===== src/rtl/sevenseg_scan_driver.sv =====
// Multiplexed N-digit seven-segment scan driver stepped by rising edges of a slow tick input.
// Optional feature: define LEADING_ZERO_BLANK_EN to blank leading zero digits.
module sevenseg_scan_driver #(
  parameter int NUM_DIGITS  = 4,
  parameter int BLANK_TICKS = 1,
  parameter bit ACTIVE_LOW  = 1'b1
) (
  input  logic                      clk_in,
  input  logic                      rst,
  input  logic                      tick_in,
  input  logic                      enable,
  input  logic [4*NUM_DIGITS-1:0]   value_in,
  input  logic [NUM_DIGITS-1:0]     dp_in,
  output logic [NUM_DIGITS-1:0]     an,
  output logic [6:0]                seg,
  output logic                      dp,
  output logic                      frame_start,
  output logic [1:0]                state_dbg
);

  localparam int DW = (NUM_DIGITS > 1) ? $clog2(NUM_DIGITS) : 1;
  localparam logic [DW-1:0]         LAST     = DW'(NUM_DIGITS - 1);
  localparam logic [3:0]            GAP_LOAD = (BLANK_TICKS > 0) ? 4'(BLANK_TICKS - 1) : 4'd0;
  localparam logic [NUM_DIGITS-1:0] AN_OFF   = ACTIVE_LOW ? '1 : '0;
  localparam logic [6:0]            SEG_OFF  = ACTIVE_LOW ? 7'h7F : 7'h00;
  localparam logic                  DP_OFF   = ACTIVE_LOW;

  typedef enum logic [1:0] {IDLE = 2'd0, SHOW = 2'd1, GAP = 2'd2} state_t;

  state_t                    state;
  logic [DW-1:0]             digit;
  logic [3:0]                gap_cnt;
  logic                      tick_q;
  logic [4*NUM_DIGITS-1:0]   shadow;
  logic [NUM_DIGITS-1:0]     shadow_dp;

  logic                      tick_rise;
  logic                      wrap;
  logic                      advance;
  logic [DW-1:0]             next_digit;

  function automatic logic [6:0] hex_decode(input logic [3:0] n);
    case (n)
      4'h0: return 7'h3F;  4'h1: return 7'h06;  4'h2: return 7'h5B;  4'h3: return 7'h4F;
      4'h4: return 7'h66;  4'h5: return 7'h6D;  4'h6: return 7'h7D;  4'h7: return 7'h07;
      4'h8: return 7'h7F;  4'h9: return 7'h6F;  4'hA: return 7'h77;  4'hB: return 7'h7C;
      4'hC: return 7'h39;  4'hD: return 7'h5E;  4'hE: return 7'h79;  default: return 7'h71;
    endcase
  endfunction

  function automatic logic [6:0] seg_for(input logic [4*NUM_DIGITS-1:0] nib, input logic [DW-1:0] k);
    logic [6:0] s;
`ifdef LEADING_ZERO_BLANK_EN
    logic upper_zero;
`endif
    s = hex_decode(nib[4*k +: 4]);
`ifdef LEADING_ZERO_BLANK_EN
    // Digit 0 is never blanked so a value of zero still reads "0".
    upper_zero = 1'b1;
    for (int i = 0; i < NUM_DIGITS; i++)
      if (i >= int'(k) && nib[4*i +: 4] != 4'h0) upper_zero = 1'b0;
    if (k != '0 && upper_zero) s = 7'h00;
`endif
    return ACTIVE_LOW ? ~s : s;
  endfunction

  function automatic logic [NUM_DIGITS-1:0] an_for(input logic [DW-1:0] k);
    logic [NUM_DIGITS-1:0] a;
    a    = '0;
    a[k] = 1'b1;
    return ACTIVE_LOW ? ~a : a;
  endfunction

  function automatic logic dp_for(input logic [NUM_DIGITS-1:0] dps, input logic [DW-1:0] k);
    return ACTIVE_LOW ? ~dps[k] : dps[k];
  endfunction

  assign tick_rise = tick_in & ~tick_q;
  assign state_dbg = state;

  // Leaving IDLE behaves like a wrap onto digit 0, so both share the shadow-reload path.
  always_comb begin
    wrap       = (state == IDLE) || (digit == LAST);
    next_digit = wrap ? '0 : digit + 1'b1;
    advance    = (state == IDLE) ||
                 (state == SHOW && BLANK_TICKS == 0) ||
                 (state == GAP && gap_cnt == 4'd0);
  end

  always_ff @(posedge clk_in or posedge rst) begin
    if (rst) begin
      state       <= IDLE;
      digit       <= '0;
      gap_cnt     <= 4'd0;
      tick_q      <= 1'b0;
      shadow      <= '0;
      shadow_dp   <= '0;
      an          <= AN_OFF;
      seg         <= SEG_OFF;
      dp          <= DP_OFF;
      frame_start <= 1'b0;
    end else begin
      tick_q      <= tick_in;
      frame_start <= 1'b0;
      if (!enable) begin
        state   <= IDLE;
        digit   <= '0;
        gap_cnt <= 4'd0;
        an      <= AN_OFF;
        seg     <= SEG_OFF;
        dp      <= DP_OFF;
      end else if (tick_rise) begin
        if (advance) begin
          state <= SHOW;
          digit <= next_digit;
          an    <= an_for(next_digit);
          seg   <= seg_for(wrap ? value_in : shadow, next_digit);
          dp    <= dp_for(wrap ? dp_in : shadow_dp, next_digit);
          if (wrap) begin
            shadow      <= value_in;
            shadow_dp   <= dp_in;
            frame_start <= 1'b1;
          end
        end else if (state == SHOW) begin
          state   <= GAP;
          gap_cnt <= GAP_LOAD;
          an      <= AN_OFF;
          seg     <= SEG_OFF;
          dp      <= DP_OFF;
        end else begin
          gap_cnt <= gap_cnt - 1'b1;
        end
      end
    end
  end

endmodule

===== config.mk =====
export PLATFORM = sky130hd
export DESIGN_NAME = sevenseg_scan_driver
export DESIGN_NICKNAME = d
export VERILOG_FILES = /design/src/rtl/sevenseg_scan_driver.sv
export SDC_FILE = /design/constraint.sdc
export NUM_CORES = 1
export LEC_CHECK = 0
export BUFFER_PORTS_ARGS = -buffer_cell sky130_fd_sc_hd__buf_4
export CORE_AREA = 3 3 101 103
export CTS_BUF_LIST = sky130_fd_sc_hd__clkbuf_16
export CTS_CLUSTER_SIZE = 14
export DETAILED_ROUTE_END_ITERATION = 8
export DIE_AREA = 0 0 104 106
export PLACE_DENSITY = 0.45
export SYNTH_ARGS = -nofsm -noshare
export SYNTH_HDL_FRONTEND = slang
export SYNTH_SLANG_ARGS = --single-unit

===== constraint.sdc =====
create_clock -name clk_in -period 7.4 [get_ports clk_in]
set_input_delay 0.74 -clock clk_in [delete_from_list [all_inputs] [get_ports clk_in]]
set_output_delay 0.74 -clock clk_in [all_outputs]
set_load 0.03 [all_outputs]

### After elaboration in Yosys (flattened, before gate mapping)

Memory sizes are Yosys's and may differ from the RTL's.
Cells that the tools add are included.
Widths: inputs -> output; s select.

| storage, ports and cells | value |
|---|---|
| memories kept | 1 |
| input bits | 24 |
| bits in read-only memories | 112 |
| logic and storage cells | 75 |
| register bits after elaboration | 42 |

Memories:

| memory | words | bits a word | rd ports | clocked after Yosys merged registers in | write ports | RTL line | source |
|---|---|---|---|---|---|---|---|
| (name not given) | 16 | 7 | 1 | 0 | 0 | 43 | `case (n)` |

| operators by class | value |
|---|---|
| multiplexer cells | 37 |
| shift-type cells | 1 |
| equal/unequal tests | 7 |
| magnitude comparators | 2 |
| bitwise logic cells | 5 |
| add/subtract/negate cells | 2 |
| reduce and logical (&&, ||, !) cells | 10 |

Operators by type and width:

| cell | count |
|---|---|
| $mux 7 | 7 |
| $mux 4 | 9 |
| $mux 16 | 1 |
| $mux 2 | 8 |
| $shiftx 16x5->4 | 1 |
| $mux 1 | 10 |
| $not 7->7 | 1 |
| $reduce_and 2->1 | 3 |
| $eq 2x2->1 const B | 2 |
| $logic_not 4->1 | 1 |
| $ne 2x1->1 const B | 2 |
| $not 4->4 | 1 |
| $sub 4x1->4 const B | 1 |
| $lt 2x3->1 const B | 1 |
| $ne 3x1->1 const B | 1 |
| $reduce_and 3->1 | 1 |
| $add 2x1->2 const B | 1 |
| $bmux 1 s2 | 1 |
| $demux 1 s2 | 1 |
| $eq 2x1->1 const B | 1 |
| $ge 2x1->1 const B | 1 |
| $logic_and 1x1->1 | 2 |
| $logic_not 2->1 | 1 |
| $logic_or 1x1->1 | 2 |
| 3 further kinds | 4 |

### Logic depth before layout (Yosys ltp)

Gate-level depths: netlist (run 1).
An unclocked memory read counts as a cell.

| logic depth | value |
|---|---|
| depth after elaboration | 12 |
| mapped depth | 11 |
| mapped depth without buffers | 10 |

### Worst setup path before layout (run 1)

OpenSTA, ideal clock, no wires.

| timing path | value |
|---|---|
| kind | flip-flop to flip-flop |
| from | reg digit[0] |
| to | reg seg[0] |
| slack | 4,729 ps |
| required time | 7,312 ps |
| buffers on the path | 1 |
| cell stages (with the launch flop) | 11 |
| period minus slack after synthesis | 2,671 ps |
| library setup time | 88 ps |
| data arrival time | 2,583 ps |
| cells stage by stage | dfrtp_1 -> ha_1 -> clkbuf_1 -> mux4_2 -> mux2i_1 -> inv_1 -> ha_1 -> inv_1 -> a2bb2oi_1 -> nor4bb_1 -> a211oi_1 |

| on the way | value |
|---|---|
| cells in the longest elaborated chain, start to end | 12 |
| elaborated cells on any way between the ends | 14 |

RTL lines:

| item | RTL line | source |
|---|---|---|
| start, declared | 31 | `logic [DW-1:0] digit;` |
| start signal, assigned | 115 | `digit <= next_digit;` |
| parallel branches: the longest is 3 deep, another holds $add 2x1->2 | -- |  |
| $shiftx 16x5->4 * | 56 | `s = hex_decode(nib[4*k +: 4]);` |
| $mem_v2 16x7 * | -- |  |
| $mux 7 * | 113 | `if (advance) begin` |
| $mux 7 * | 112 | `end else if (tick_rise) begin` |
| $mux 7 * | 105 | `if (!enable) begin` |
| $not 7->7 * | 64 | `return ACTIVE_LOW ? ~s : s;` |
| $mux 7 * | 113 |  |
| $mux 7 * | 112 |  |
| $mux 7 * | 105 |  |
| end signal, assigned | 117 | `seg <= seg_for(wrap ? value_in : shadow, next_digit);` |
| end, declared | 15 | `output logic [6:0] seg,` |

Every way passes the cells marked *. The select of a mux whose other input is x is not followed.
A chain may end at the register's enable or synchronous reset.

### Worst setup path in the final report (run 1)

Same ends and word-level chain as after synthesis.

==> impl_metrics.yaml, run 1 <==
status:
  outcome: "completed"
sta:
  finalWorstSetupSlack_ps: 4220
  period_needed_ps: 3180
  setup_tns_ps: 0
  rsz0062_at_grt: "no"
  fin_skew_ps: 4.90
  slew_headroom: 0.525
  maxSlewViolCount: 0
  fmax_mhz: 314
  tightest_slew_ps: 711
  final-setup-viol-count: 0
  finalCritPeriodShare: 0.430
  hold_viol: 0
critical_path:
  r2r-start: "digit[0]$_DFFE_PP0P_"
  r2r_end: "seg[0]$_DFFE_PP1P_"
  start_kind: "flip-flop"
  ff2ff_setup_slack_ps: 4220
  reg2regPathDepth: 9
  cp_cell_sequence: "ha_1 > mux4_2 > mux2i_1 > inv_1 > ha_1 > inv_1 > a2bb2oi_1 > nor4bb_1 > a211oi_1"
  slowest_delay_ps: 630
  path_delay_family: "adder cells"
  crit_required_ps: 7600
  crit_fanout: 12
  worst_path_max_delay_cell: "ha_1"
  critPathBufInv: 2
  worstSetupPathType: "reg -> reg"
  cp_data_arrival_time_ps: 3380
  worstSetupEndpointType: "flip-flop"
placed_design:
  hpwl_um: 3790
  dp_cells: 356
  place_area_um2: 2720
  portBuffers: 38
  dpl_worst_slack_ps: 4230
  gp_congestion: 0.784
clock_network:
  h-tree-depth: 2
  cts_sinks: 42
  ctsResizeCount: 0
  cts-root-buf: "clkbuf_16"
  cts_setup_buffers: 0
  hold_buffers: 0
  clockBufferDepth: 2
  clk_pin_slew_ps: 60
  numCtsBuffers: 5
  tritoncts: "yes"
  clock_latency_ps: 280
worst_hold_path:
  hold_end: "seg[2]$_DFFE_PP1P_"
  hold_path_class: "reg -> reg"
  hold_depth: 2
  min-delay-start: "seg[2]$_DFFE_PP1P_"
drt:
  ant_nets: 0
  wl_per_cell_um: 14.3
  drc_errors: 0
  wirelength_um: 5200
  drt_pre_antenna_iters: 4
  routed-via-count: 1593
  vias_per_cell: 4.38
  drtIter0Drc: 74
synth:
  syn_area_um2: 2310
  yosys.cell_count.top_type: "dfrtp_1"
  synth_top_area_share: 0.325
  syn_avg_cell_area_um2: 11.9
  synth_cell_type_count: 44
  synthCells: 194
  synthArstFlopShare: 1.00
  synth_largest_area_cell: "dfrtp_1"
  ys.warnings.count: 0
  synth_seq_area_share: 0.461
  synthTopCellsByArea: "dfrtp_1 (32%), dfstp_2 (14%), mux2_4 (12%), ha_1 (4.3%), mux4_2 (3.9%)"
  ys_top_cells_by_count: "dfrtp_1 (30), mux2_4 (19), nor2_1 (18)"
  syn_nets: 226
  synth_edf_count: 0
  synth_ff_type: "dfrtp_1"
  yosys_register_bits: 42
global_routing:
  antenna_found_initial: 0
  grt_max_degree: 43
  grt_pass1_wl_um: 8990
  gr-total-overflow: 0
  globalRouteTotalUtil: 0.101
  grt_pass1_vias: 1659
finish:
  layout-drive-gt1-share: 0.400
  n_fill_cell: 994
  antenna_cells: 0
  syn2layout_area_growth_pct: 24.6
  fin_cells: 364
  fin_area_um2: 2880
  nets: 266
floorplanning:
  die_height_um: 106
  dieArea_um2: 11000
  ioPinCount: 39
  die_w_um: 104
  coreArea_um2: 9280
  initial_core_util: 0.249
  num_rows: 35
power_and_ir_drop:
  p_per_area_nw_per_um2: 258
  irDropWorstVdd_mv: 0.114
  power_leakage_nw: 1.31
job:
  maxCapViolCount: 0
==> how the worst max path moves through the flow <==
stage                                    start            endpoint  slack (ps)  depth (start not counted)
final                     digit[0]$_DFFE_PP0P_  seg[0]$_DFFE_PP1P_        4220                          9
after global routing      digit[0]$_DFFE_PP0P_  seg[0]$_DFFE_PP1P_        3920                          9
after CTS                 digit[0]$_DFFE_PP0P_  seg[0]$_DFFE_PP1P_        4200                          9
after detailed placement  digit[0]$_DFFE_PP0P_  seg[0]$_DFFE_PP1P_        4230                          9
after global placement    digit[0]$_DFFE_PP0P_  seg[0]$_DFFE_PP1P_        4430                          9
after floorplan           digit[0]$_DFFE_PP0P_  seg[0]$_DFFE_PP1P_        4730                         10
==> report_power, final <==
group          leakage, nW  total (W)  internal (W)  switching, W
Sequential           0.497   0.000310      0.000278     0.0000316
Clock               0.0864   0.000242      0.000157     0.0000856
Combinational        0.723   0.000190      0.000104     0.0000861
Total                 1.31   0.000742      0.000539      0.000203
==> sequential cells by signal (all words and copies together) (netlist names) <==
name	count
shadow_dp	4
gap_cnt	4
an	4
state_dbg	2
digit	2
shadow	16
seg	7
frame_start	1
dp	1
tick_q	1
==> layout by cell type, fill, tap and decap left out, drive strengths merged, types with 2 or more instances in the layout <==
master,n
ha,8
nor3,5
nand3,5
o31ai,2
dfrtp,30
mux2,23
o32a,2
dfstp,12
a211oi,2
a31oi,4
inv,11
nor2,18
nand2,13
clkbuf,5
nand2b,3
or3,2
o21ai,9
a21oi,10
mux4,4
nor2b,2
buf,40
mux2i,7
==> logic make-up (layout without fill, tap and decap cells) <==
logic type | count (synthesis) | after routing | synth area share
AND/OR/NAND/NOR | 54 | 54 | 0.116
flip-flops | 42 | 42 | 0.461
AO/OA/AOI/OAI | 40 | 40 | 0.129
multiplexers | 34 | 34 | 0.212
buffers and inverters | 16 | 57 | 0.0384
adder cells (fa/ha/maj) | 8 | 8 | 0.0433
==> through the flow <==
step	utilization	hold WS, ps	total power (W)
6_report	0.310	505	0.000742
5_1_grt	0.310	524	0.000787
4_1_cts	0.310	507	0.000753
3_5_place_dp	0.293	492	0.000506
3_3_place_gp	0.293	485	0.000504
2_1_floorplan	-	464	0.000453
==> metal layers <==
layer,global-route usage,vias to the layer above,wire [um]
met1,0.149,775,2660
met2,0.146,31,2300
met3,0.0267,2,206
met5,0,-,0
li1,-,785,-
met4,0.0256,0,34
==> layout make-up <==
cell class | instances | area, um2 | share of cell area
multi-input combinational | 136 | 1160 | 0.402
timing repair buffer | 40 | 300 | 0.104
sequential | 42 | 1070 | 0.370
tap | 129 | 161 | 0.0560
clock inverter | 3 | 37.5 | 0.0130
clock buffer | 5 | 125 | 0.0434
inverter | 9 | 33.8 | 0.0117
==> tightest hold or removal path, delay by kind of cell, from the launching register on <==
| kind | cells | cell delay [ps] |
|---|---|---|
| simple gates | 1 | 90 |
| flops | 1 | 370 |
| compound gates | 1 | 40 |
Note: power is estimated with default switching activity, not from simulation.
==> run 2: changes to the inputs <==
ABC_AREA = 1   (was default)
CORE_AREA = 3 3 104 106   (was 3 3 101 103)
DIE_AREA = 0 0 107 109   (was 0 0 104 106)
PLACE_DENSITY = 0.46   (was 0.45)
clock period = 2.8 ns   (was 7.4 ns; I/O delays follow)
==> run 2 against run 1 <==
Cell area increased by 6.0%. First-iteration DRC count shrank 27%. Combinational power rose to 4.2 times the previous value. Routed wire length increased by 17%. Worst hold slack worse by 400 ps. Fmax up 28%. Total power rose to 3.0 times the previous value. Largest cell class unchanged. Synthesized cell count is 68% higher. Clock power up 140%. Final cell count is 37% higher. Sequential share of layout area shrank 2.1 points. Core utilization is 0.076 points lower.
==> impl_metrics.yaml, run 2 <==
sta:
  slew_headroom: 0.633
  maxSlewViolCount: 0
  tightest_slew_ps: 551
  finalCritPeriodShare: 0.885
  hold_viol: 0
  final-setup-viol-count: 0
  period_needed_ps: 2480
  setup_tns_ps: 0
  rsz0062_at_grt: "no"
  finalWorstSetupSlack_ps: 321
  fmax_mhz: 403
  fin_skew_ps: 2.74
synth:
  ys.warnings.count: 0
  synth_edf_count: 0
  syn_area_um2: 2460
  synth_cell_type_count: 33
  synthArstFlopShare: 1.00
  synthCells: 325
  syn_avg_cell_area_um2: 7.58
  yosys_register_bits: 42
  ys_top_cells_by_count: "nand2_1 (92), inv_1 (39), o21ai_0 (37)"
  yosys.cell_count.top_type: "nand2_1"
  synth_top_area_share: 0.305
  synth_ff_type: "dfrtp_1"
  synth_largest_area_cell: "dfrtp_1"
  synth_seq_area_share: 0.433
  syn_nets: 357
  synthTopCellsByArea: "dfrtp_1 (30%), nand2_1 (14%), dfstp_2 (13%), o21ai_0 (7.5%), inv_1 (5.9%)"
drt:
  wl_per_cell_um: 12.2
  ant_nets: 0
  drtIter0Drc: 54
  drc_errors: 0
  routed-via-count: 2161
  vias_per_cell: 4.32
  drt_pre_antenna_iters: 5
  wirelength_um: 6100
global_routing:
  gr-total-overflow: 0
  grt_pass1_wl_um: 10200
  grt_max_degree: 43
  antenna_found_initial: 0
  grt_pass1_vias: 2066
  globalRouteTotalUtil: 0.109
placed_design:
  dpl_worst_slack_ps: 269
  gp_congestion: 0.811
  hpwl_um: 4450
  portBuffers: 38
  dp_cells: 491
clock_network:
  cts_setup_buffers: 0
  hold_buffers: 0
  cts-root-buf: "clkbuf_16"
  clk_pin_slew_ps: 60
  clockBufferDepth: 2
  numCtsBuffers: 5
  clock_latency_ps: 280
  ctsResizeCount: 0
  tritoncts: "yes"
  cts_sinks: 42
  h-tree-depth: 2
floorplanning:
  dieArea_um2: 11700
  initial_core_util: 0.250
  num_rows: 36
  coreArea_um2: 9860
  ioPinCount: 39
  die_height_um: 109
  die_w_um: 107
power_and_ir_drop:
  power_frac_seq: 0.382
  pwr-share-clk: 0.256
  switching_share: 0.373
  power_leakage_nw: 1.49
  switchingPower_w: 0.000830
  p_per_area_nw_per_um2: 729
  irDropWorstVdd_mv: 0.273
  power_w: 0.00223
  intPower_w: 0.00140
  share_comb_of_total_power: 0.362
finish:
  n_fill_cell: 1055
  syn2layout_area_growth_pct: 24.0
  largest_reg_flops: 16
  multi_input_comb_area_um2: 1200
  nets: 398
  top_regs: "shadow: 16 flops, seg: 7 flops"
  layout-drive-gt1-share: 0.248
  final_common_cell: "nand2_1"
  largest_register: "shadow"
  fin_cells: 500
  fin_util: 0.310
  antenna_cells: 0
  final_cell_mix: "nand2_1 (92), buf_4 (42), inv_1 (39)"
  seqCellArea_um2: 1070
worst_hold_path:
  min-delay-start: "tick_in"
  hold_path_class: "in -> reg"
  hold_depth: 1
critical_path:
  startpoint: "digit[0]$_DFFE_PP0P_"
  reg2regPathDepth: 16
  worstSetupPathType: "reg -> reg"
  crit_required_ps: 3020
  r2r-start: "digit[0]$_DFFE_PP0P_"
  worstSetupEndpointType: "flip-flop"
  start_kind: "flip-flop"
  crit_fanout: 13
  cp_data_arrival_time_ps: 2700
job:
  maxCapViolCount: 0
status:
  outcome: "completed"
-- run 2: cell types whose count changed in the layout (fill, tap and decap cells not counted), sizes merged, moves of 4 or more --
cell / change
nand2: +85
inv: +33
o21ai: +33
mux2: -23
nor2: +16
nand3: +14
mux2i: -4
mux4: -4
-- run 2: final cells by class --
type,count,area share
clock buffers,5,0.0410
well taps,133,0.0545
clock inverters,3,0.00533
repair buffers,42,0.103
inverters,44,0.0541
flip-flops and latches,42,0.349
multi-input cells,231,0.393
-- run 2: power by group through the flow --
stage | combinational, W | sequential, W | clock, W
3_3_place_gp | 0.000802 | 0.000857 | 0
4_1_cts | 0.000811 | 0.000850 | 0.000590
3_5_place_dp | 0.000807 | 0.000859 | 0
6_report | 0.000806 | 0.000851 | 0.000570
2_1_floorplan | 0.000554 | 0.000901 | 0
5_1_grt | 0.000939 | 0.000869 | 0.000615
-- run 2: final timing paths --
path	endpoint	slack, ps
max	seg[0]$_DFFE_PP1P_	320
min	tick_q$_DFF_PP0_	110
max reg2reg	seg[0]$_DFFE_PP1P_	320
min reg2reg	shadow[3]$_DFFE_PP0P_	490
max in group asynchronous	an[2]$_DFFE_PP1P_	2280
min in group asynchronous	shadow[6]$_DFFE_PP0P_	140
-- run 2: stage by stage --
stage | area, um2 | hold WS (ps)
after floorplan | 2460 | 311
after global placement | 2900 | 403
after detailed placement | 2900 | 403
after CTS | 3040 | 106
after global routing | 3050 | 105
final | 3050 | 110
-- run 2: cell families after synthesis --
group	count (synthesis)	share of synthesized area
buffers and inverters	53	0.0868
multiplexers	3	0.0122
AND/OR/NAND/NOR	159	0.292
flip-flops	42	0.433
AO/OA/AOI/OAI	60	0.136
adder cells (fa/ha/maj)	8	0.0406
-- run 2: critical path, stage by stage, from the launching register on --
cell and delay, ps:
dfrtp_1 400, ha_1 260, inv_2 180, o21ai_2 200, nand2_1 110, o21ai_0 110, nand2_1 80, nand2_1 80
nor2_4 200, inv_1 90, ha_1 240, inv_1 90, o21ai_0 100, nand3_1 80, nand3_1 70, nand2_1 70
inv_1 30
-- run 2: layer usage --
metal  track usage  part of all wire
met1         0.157              0.51
met2         0.161              0.43
met3        0.0255             0.042
met4        0.0329             0.013
met5             0                 0
